**config.mk**
```make
export PLATFORM = sky130hd
export DESIGN_NAME = shift_unit
export DESIGN_NICKNAME = d
export VERILOG_FILES = /design/src/rtl/shift_unit_pkg.sv /design/src/rtl/shift_unit_step.sv /design/src/rtl/shift_unit.sv
export SDC_FILE = /design/constraint.sdc
export NUM_CORES = 1
export LEC_CHECK = 0
export BUFFER_PORTS_ARGS = -buffer_cell sky130_fd_sc_hd__buf_2
export CORE_MARGIN = 8
export CORE_UTILIZATION = 30
export CTS_CLUSTER_DIAMETER = 150
export CTS_CLUSTER_SIZE = 14
export DETAILED_ROUTE_END_ITERATION = 10
export PLACE_DENSITY = 0.59
export SLEW_MARGIN = 10
export SYNTH_ARGS = -nofsm -noshare
export SYNTH_HDL_FRONTEND = slang
export SYNTH_SLANG_ARGS = --single-unit
```
**constraint.sdc**
```tcl
create_clock -name clk -period 2.4 [get_ports clk]
set_clock_uncertainty 0.15 [all_clocks]
set_input_delay 0.12 -clock clk [delete_from_list [all_inputs] [get_ports clk]]
set_output_delay 0.12 -clock clk [all_outputs]
set_load 0.02 [all_outputs]
```
**src/rtl/shift_unit_pkg.sv**
```systemverilog
// ============================================================================
// Module      : shift_unit_pkg
// Description : Command codes, source codes, state and direction types shared
//               by the multicycle shifter and the ALU control decoder.
// Revision    : 1.0 - initial release
// ============================================================================
`default_nettype none

package shift_unit_pkg;

    typedef enum logic [2:0] {
        SH_NOP  = 3'b000,
        SH_LOAD = 3'b001,
        SH_SHL  = 3'b010,
        SH_SHR  = 3'b011,
        SH_SRA  = 3'b100
    } sh_cmd_e;

    localparam logic c_M_SHIFTER_REG = 1'b0;
    localparam logic c_M_SHIFTER_LUI = 1'b1;

    typedef enum logic [1:0] {
        ST_IDLE     = 2'd0,
        ST_LOADED   = 2'd1,
        ST_SHIFTING = 2'd2,
        ST_DONE     = 2'd3
    } state_e;

    typedef enum logic [1:0] {
        DIR_SHL = 2'd0,
        DIR_SHR = 2'd1,
        DIR_SRA = 2'd2
    } dir_e;

    localparam int c_LUI_SHAMT_DEFAULT = 16;

    function automatic logic is_shift_cmd(input logic [2:0] cmd);
        return (cmd == SH_SHL) || (cmd == SH_SHR) || (cmd == SH_SRA);
    endfunction

    function automatic dir_e cmd_to_dir(input logic [2:0] cmd);
        dir_e dir;
        dir = DIR_SHL;
        if (cmd == SH_SHR) dir = DIR_SHR;
        if (cmd == SH_SRA) dir = DIR_SRA;
        return dir;
    endfunction

endpackage

`default_nettype wire

```
**src/rtl/shift_unit_step.sv**
```systemverilog
// ============================================================================
// Module      : shift_step
// Description : Combinational shift stage: one position per use, or a full
//               barrel shift by amt_i when SHIFTER_BARREL_EN is defined.
// Revision    : 1.0 - initial release
// ============================================================================
`default_nettype none

module shift_step
    import shift_unit_pkg::*;
#(
    parameter int WIDTH   = 32,
    parameter int SHAMT_W = 5
) (
    input  dir_e               dir_i,
`ifdef SHIFTER_BARREL_EN
    input  logic [SHAMT_W-1:0] amt_i,
`endif
    input  logic [WIDTH-1:0]   data_i,
    output logic [WIDTH-1:0]   data_o
);

`ifdef SHIFTER_BARREL_EN
    always_comb begin
        data_o = data_i;
        case (dir_i)
            DIR_SHL: data_o = data_i << amt_i;
            DIR_SHR: data_o = data_i >> amt_i;
            DIR_SRA: data_o = $unsigned($signed(data_i) >>> amt_i);
            default: data_o = data_i;
        endcase
    end
`else
    always_comb begin
        data_o = data_i;
        case (dir_i)
            DIR_SHL: data_o = {data_i[WIDTH-2:0], 1'b0};
            DIR_SHR: data_o = {1'b0, data_i[WIDTH-1:1]};
            DIR_SRA: data_o = {data_i[WIDTH-1], data_i[WIDTH-1:1]};
            default: data_o = data_i;
        endcase
    end
`endif

endmodule

`default_nettype wire

```
**src/rtl/shift_unit.sv**
```systemverilog
// ============================================================================
// Module      : shift_unit
// Description : Multicycle load/shl/shr/sra shifter with busy/done handshake.
//               Define SHIFTER_BARREL_EN for single-cycle barrel shifting.
// Revision    : 1.0 - initial release
// ============================================================================
`default_nettype none

module shift_unit
    import shift_unit_pkg::*;
#(
    parameter int WIDTH     = 32,
    parameter int SHAMT_W   = 5,
    parameter int LUI_SHAMT = c_LUI_SHAMT_DEFAULT
) (
    input  logic               clk,
    input  logic               reset,
    input  logic [2:0]         SHIFTER_control,
    input  logic               M_SHIFTER,
    input  logic [WIDTH-1:0]   operand_a,
    input  logic [15:0]        imm16,
    input  logic [SHAMT_W-1:0] shamt_in,
    output logic [WIDTH-1:0]   result,
    output logic               busy,
    output logic               done
);

    state_e               state_q, state_d;
    logic [WIDTH-1:0]     result_q, result_d;
    logic [SHAMT_W-1:0]   amt_q, amt_d;
    logic [WIDTH-1:0]     w_step_out;
    logic                 w_is_load;
    logic                 w_is_shift;
    dir_e                 w_cmd_dir;

    assign w_is_load  = (SHIFTER_control == SH_LOAD);
    assign w_is_shift = is_shift_cmd(SHIFTER_control);
    assign w_cmd_dir  = cmd_to_dir(SHIFTER_control);

`ifdef SHIFTER_BARREL_EN
    shift_step #(
        .WIDTH   (WIDTH),
        .SHAMT_W (SHAMT_W)
    ) u_step (
        .dir_i  (w_cmd_dir),
        .amt_i  (amt_q),
        .data_i (result_q),
        .data_o (w_step_out)
    );
`else
    // Direction is latched at acceptance so later commands cannot disturb it.
    dir_e                 dir_q, dir_d;
    logic [SHAMT_W-1:0]   cnt_q, cnt_d;

    shift_step #(
        .WIDTH   (WIDTH),
        .SHAMT_W (SHAMT_W)
    ) u_step (
        .dir_i  (dir_q),
        .data_i (result_q),
        .data_o (w_step_out)
    );

    always_ff @(posedge clk) begin
        if (reset) begin
            dir_q <= DIR_SHL;
            cnt_q <= '0;
        end else begin
            dir_q <= dir_d;
            cnt_q <= cnt_d;
        end
    end
`endif

    always_ff @(posedge clk) begin
        if (reset) begin
            state_q  <= ST_IDLE;
            result_q <= '0;
            amt_q    <= '0;
        end else begin
            state_q  <= state_d;
            result_q <= result_d;
            amt_q    <= amt_d;
        end
    end

    always_comb begin
        state_d  = state_q;
        result_d = result_q;
        amt_d    = amt_q;
`ifndef SHIFTER_BARREL_EN
        dir_d    = dir_q;
        cnt_d    = cnt_q;
`endif
        if (state_q == ST_SHIFTING) begin
`ifndef SHIFTER_BARREL_EN
            result_d = w_step_out;
            cnt_d    = cnt_q - 1'b1;
            if (cnt_q == SHAMT_W'(1)) state_d = ST_DONE;
`endif
        end else begin
            // DONE falls back to LOADED unless a new command overrides it.
            if (state_q == ST_DONE) state_d = ST_LOADED;
            if (w_is_load) begin
                state_d = ST_LOADED;
                if (M_SHIFTER == c_M_SHIFTER_LUI) begin
                    result_d = {{(WIDTH-16){1'b0}}, imm16};
                    amt_d    = SHAMT_W'(LUI_SHAMT);
                end else begin
                    result_d = operand_a;
                    amt_d    = shamt_in;
                end
            end else if (w_is_shift && (state_q != ST_IDLE)) begin
`ifdef SHIFTER_BARREL_EN
                result_d = w_step_out;
                state_d  = ST_DONE;
`else
                dir_d = w_cmd_dir;
                cnt_d = amt_q;
                state_d = (amt_q == '0) ? ST_DONE : ST_SHIFTING;
`endif
            end
        end
    end

    assign result = result_q;
    assign busy   = (state_q == ST_SHIFTING);
    assign done   = (state_q == ST_DONE);

endmodule

`default_nettype wire
```
==> qor.csv <==
metric;value;unit
final global-route overflow total;0;
Clock Power Share;32.2;%
routed vias;2556;
routed wire length per instance;16.0;µm
Max clock buf depth;2;
CP cell instances;inv_1 > ha_1 > o21a_1 > and2_1 > a222oi_1 > a211oi_1;
Final Hold Viols;0;
switching power;0.481;mW
Die ar.;0.0115;mm²
Slew Limit Fails;0;
GP Congestion;0.755;
minimum clock period after layout;2110;ps
Yosys warning total;0;
DR vias/cell;5.39;
Worst EP required;2450;ps
H-tree lvl count;2;
Syn Inst Count;284;
Setup Buffers After CTS;0;
Final Instance Area;0.00317;mm²
antenna viol nets, final;0;
clock-pin slew on the worst setup and hold paths;80;ps
final WL;7.59;mm
total CTS buffers;5;
dpl hpwl;5.46;mm
Leak Pwr;1.35;nW
sequential area share after synthesis;36.7;%
Util after Layout;38.8;%
number of global-route vias before repair;2372;
TNS Setup;0;ps
CTS tree;built;
Synth cell types;42;
P&R area growth vs syn;26.5;%
share of layout cells above drive strength 1;31.2;%
endpoint type of the worst setup path;flop;
Cells after DPL;461;
first-pass iteration count of the detailed router;9;
Comb power frac;18.9;%
Buffers on Ports;92;
Reg power frac;48.8;%
fmax;474;MHz
final setup margin;292;ps
peak supply drop;0.202;mV
Arrival @ worst endpoint;2150;ps
largest net degree at the start of global routing;47;
initial detailed-routing violation count;163;
most frequent cells in the layout;buf_2 (92), dfxtp_1 (46), nand2_1 (24), a21oi_1 (24), nor2_1 (22);
critical-path maximum fanout;14;
Post-Layout Cell Count;474;
# clock sinks;46;
commonest non-fill, non-tap cell in the layout;buf_2;
slew of the pin with the lowest slew margin;938;ps
Net Count, Synth;348;
initial cell density of the core;30.7;%
Slowest-stage cell, CP;and2_1;
Worst Hold Class;in2reg;
Worst Path Buf+Inv;1;
crit path kind;reg2reg;
first-pass GRT wire length;11.9;mm
synth top area cells;dfxtp_1 (37%), mux2i_1 (6.8%), a222oi_1 (6.0%), a211o_1 (5.6%), a221oi_1 (5.2%);
Worst-Skew Late Latency;290;ps
Seq cells post-synth;46;
Nets;432;
area share of the largest cell type after synthesis;36.7;%
Cell Int Power;1.26;mW
Avg Cell Area, Syn;8.82;µm²
Worst slew margin;37.5;%
maxcap violations;0;
post-synth top area cell;dfxtp_1;
delay-heaviest family, CP;compound AO/OA/AOI/OAI gates;
flop2flop setup slack;290;ps
pre-CTS setup slack;76.7;ps
final setup vio count;0;
clock root buffer;clkbuf_8;
Setup crit start kind;flop;
antenna violations before repair;0;
post-synthesis cell area;0.00251;mm²
DIE HEIGHT;107;µm
CP max stage delay;470;ps
overall power of the completed layout;1.74;mW
switch share;27.7;%
row count;33;
Hold Worst Slack;28.9;ps
GRT Util Overall;12.3;%
status;complete, no violations;
fin crit share;87.8;%
Die X;107;µm
Core Area;0.00818;mm²
Placed Area;0.00301;mm²
IO Pins;93;
n_diodes;0;
drt drc;0;
unrepaired setup endpoints after global routing;no;
Cell Pwr Density;548;mW/mm²
==> power groups by stage <==
stage          Sequential (mW)  Clock, mW  Combinational (mW)
4_1_cts                  0.848      0.588               0.332
2_1_floorplan            0.895          0               0.172
6_report                 0.848      0.560               0.329
5_1_grt                  0.854      0.614               0.362
3_3_place_gp             0.865          0               0.320
3_5_place_dp             0.865          0               0.325
==> worst min-delay path, delay by kind of cell <==
kind | cells | cell delay [ps]
AO/OA/AOI/OAI | 1 | 100
buffers and inverters | 1 | 140
AND/OR/NAND/NOR | 1 | 80
==> worst paths after layout <==
| kind | startpoint | end | depth (start not counted) |
|---|---|---|---|
| worst min-delay path | SHIFTER_control[1] | dir_q[0] | 3 |
| worst max register to register | dir_q[0] | result[28] | 6 |
| worst max-delay path | dir_q[0] | result[28] | 6 |
| worst min register to register | amt_q[1] | amt_q[1] | 2 |
==> flip-flops by register name, summed over array words and instances (netlist names) <==
register  cells
dir_q         2
result       32
amt_q         5
cnt_q         5
state_q       2
==> synth_stat cells <==
master     count
a211o_1       16
a211oi_1      14
a21oi_1       24
a21oi_2        6
a221o_1        1
a221oi_1      15
a222oi_1      15
a22oi_1        2
a2bb2oi_1      2
a311oi_1       3
a31oi_1        1
a32oi_1        1
and2_0         1
and2_1         1
and3_1         1
buf_1          1
buf_2          7
buf_4          1
buf_6          3
clkbuf_1      13
dfxtp_1       46
ha_1           5
inv_1          8
inv_4          1
mux2_4         1
mux2i_1       17
nand2_1       24
nand2b_1       3
nand3_1        4
nand3b_1       4
nor2_1        23
nor2_2         1
nor2b_1        1
nor3_1         7
nor3b_1        1
o211ai_1       1
o21a_1         2
o21ai_0        2
o21ai_1        1
o311ai_0       1
or3_1          2
or3b_4         1
==> layer usage <==
metal	vias up	part of all wire, %	track usage [%]
met4	0	1.2	3.67
li1	1275	-	-
met3	6	4.8	2.16
met2	90	50	20.7
met1	1185	44	15.7
met5	-	0	0
==> cell type report <==
| class | count | area [µm²] |
|---|---|---|
| Multi-Input combinational cell | 204 | 1430 |
| Clock inverter | 1 | 30.0 |
| Fill cell | 845 | 5010 |
| Sequential cell | 46 | 921 |
| Timing Repair Buffer | 102 | 548 |
| Tap cell | 105 | 131 |
| Clock buffer | 7 | 76.3 |
| Inverter | 9 | 36.3 |
==> kinds of logic after synthesis <==
kind of cell               after synthesis  synth area share (%)
adders and majority gates                5                  2.50
AOI/OAI and AO/OA                      107                  33.1
and+or+nand+nor                         74                  13.7
DFF                                     46                  36.7
buffers and inverters                   34                  6.59
muxes                                   18                  7.39
==> timing repair <==
action	CTS	global route
hold endpoints to repair	5	0
gates resized for setup	0	2
setup endpoints to repair	0	14
hold buffers	5	0
(Power assumes the default switching activity.)
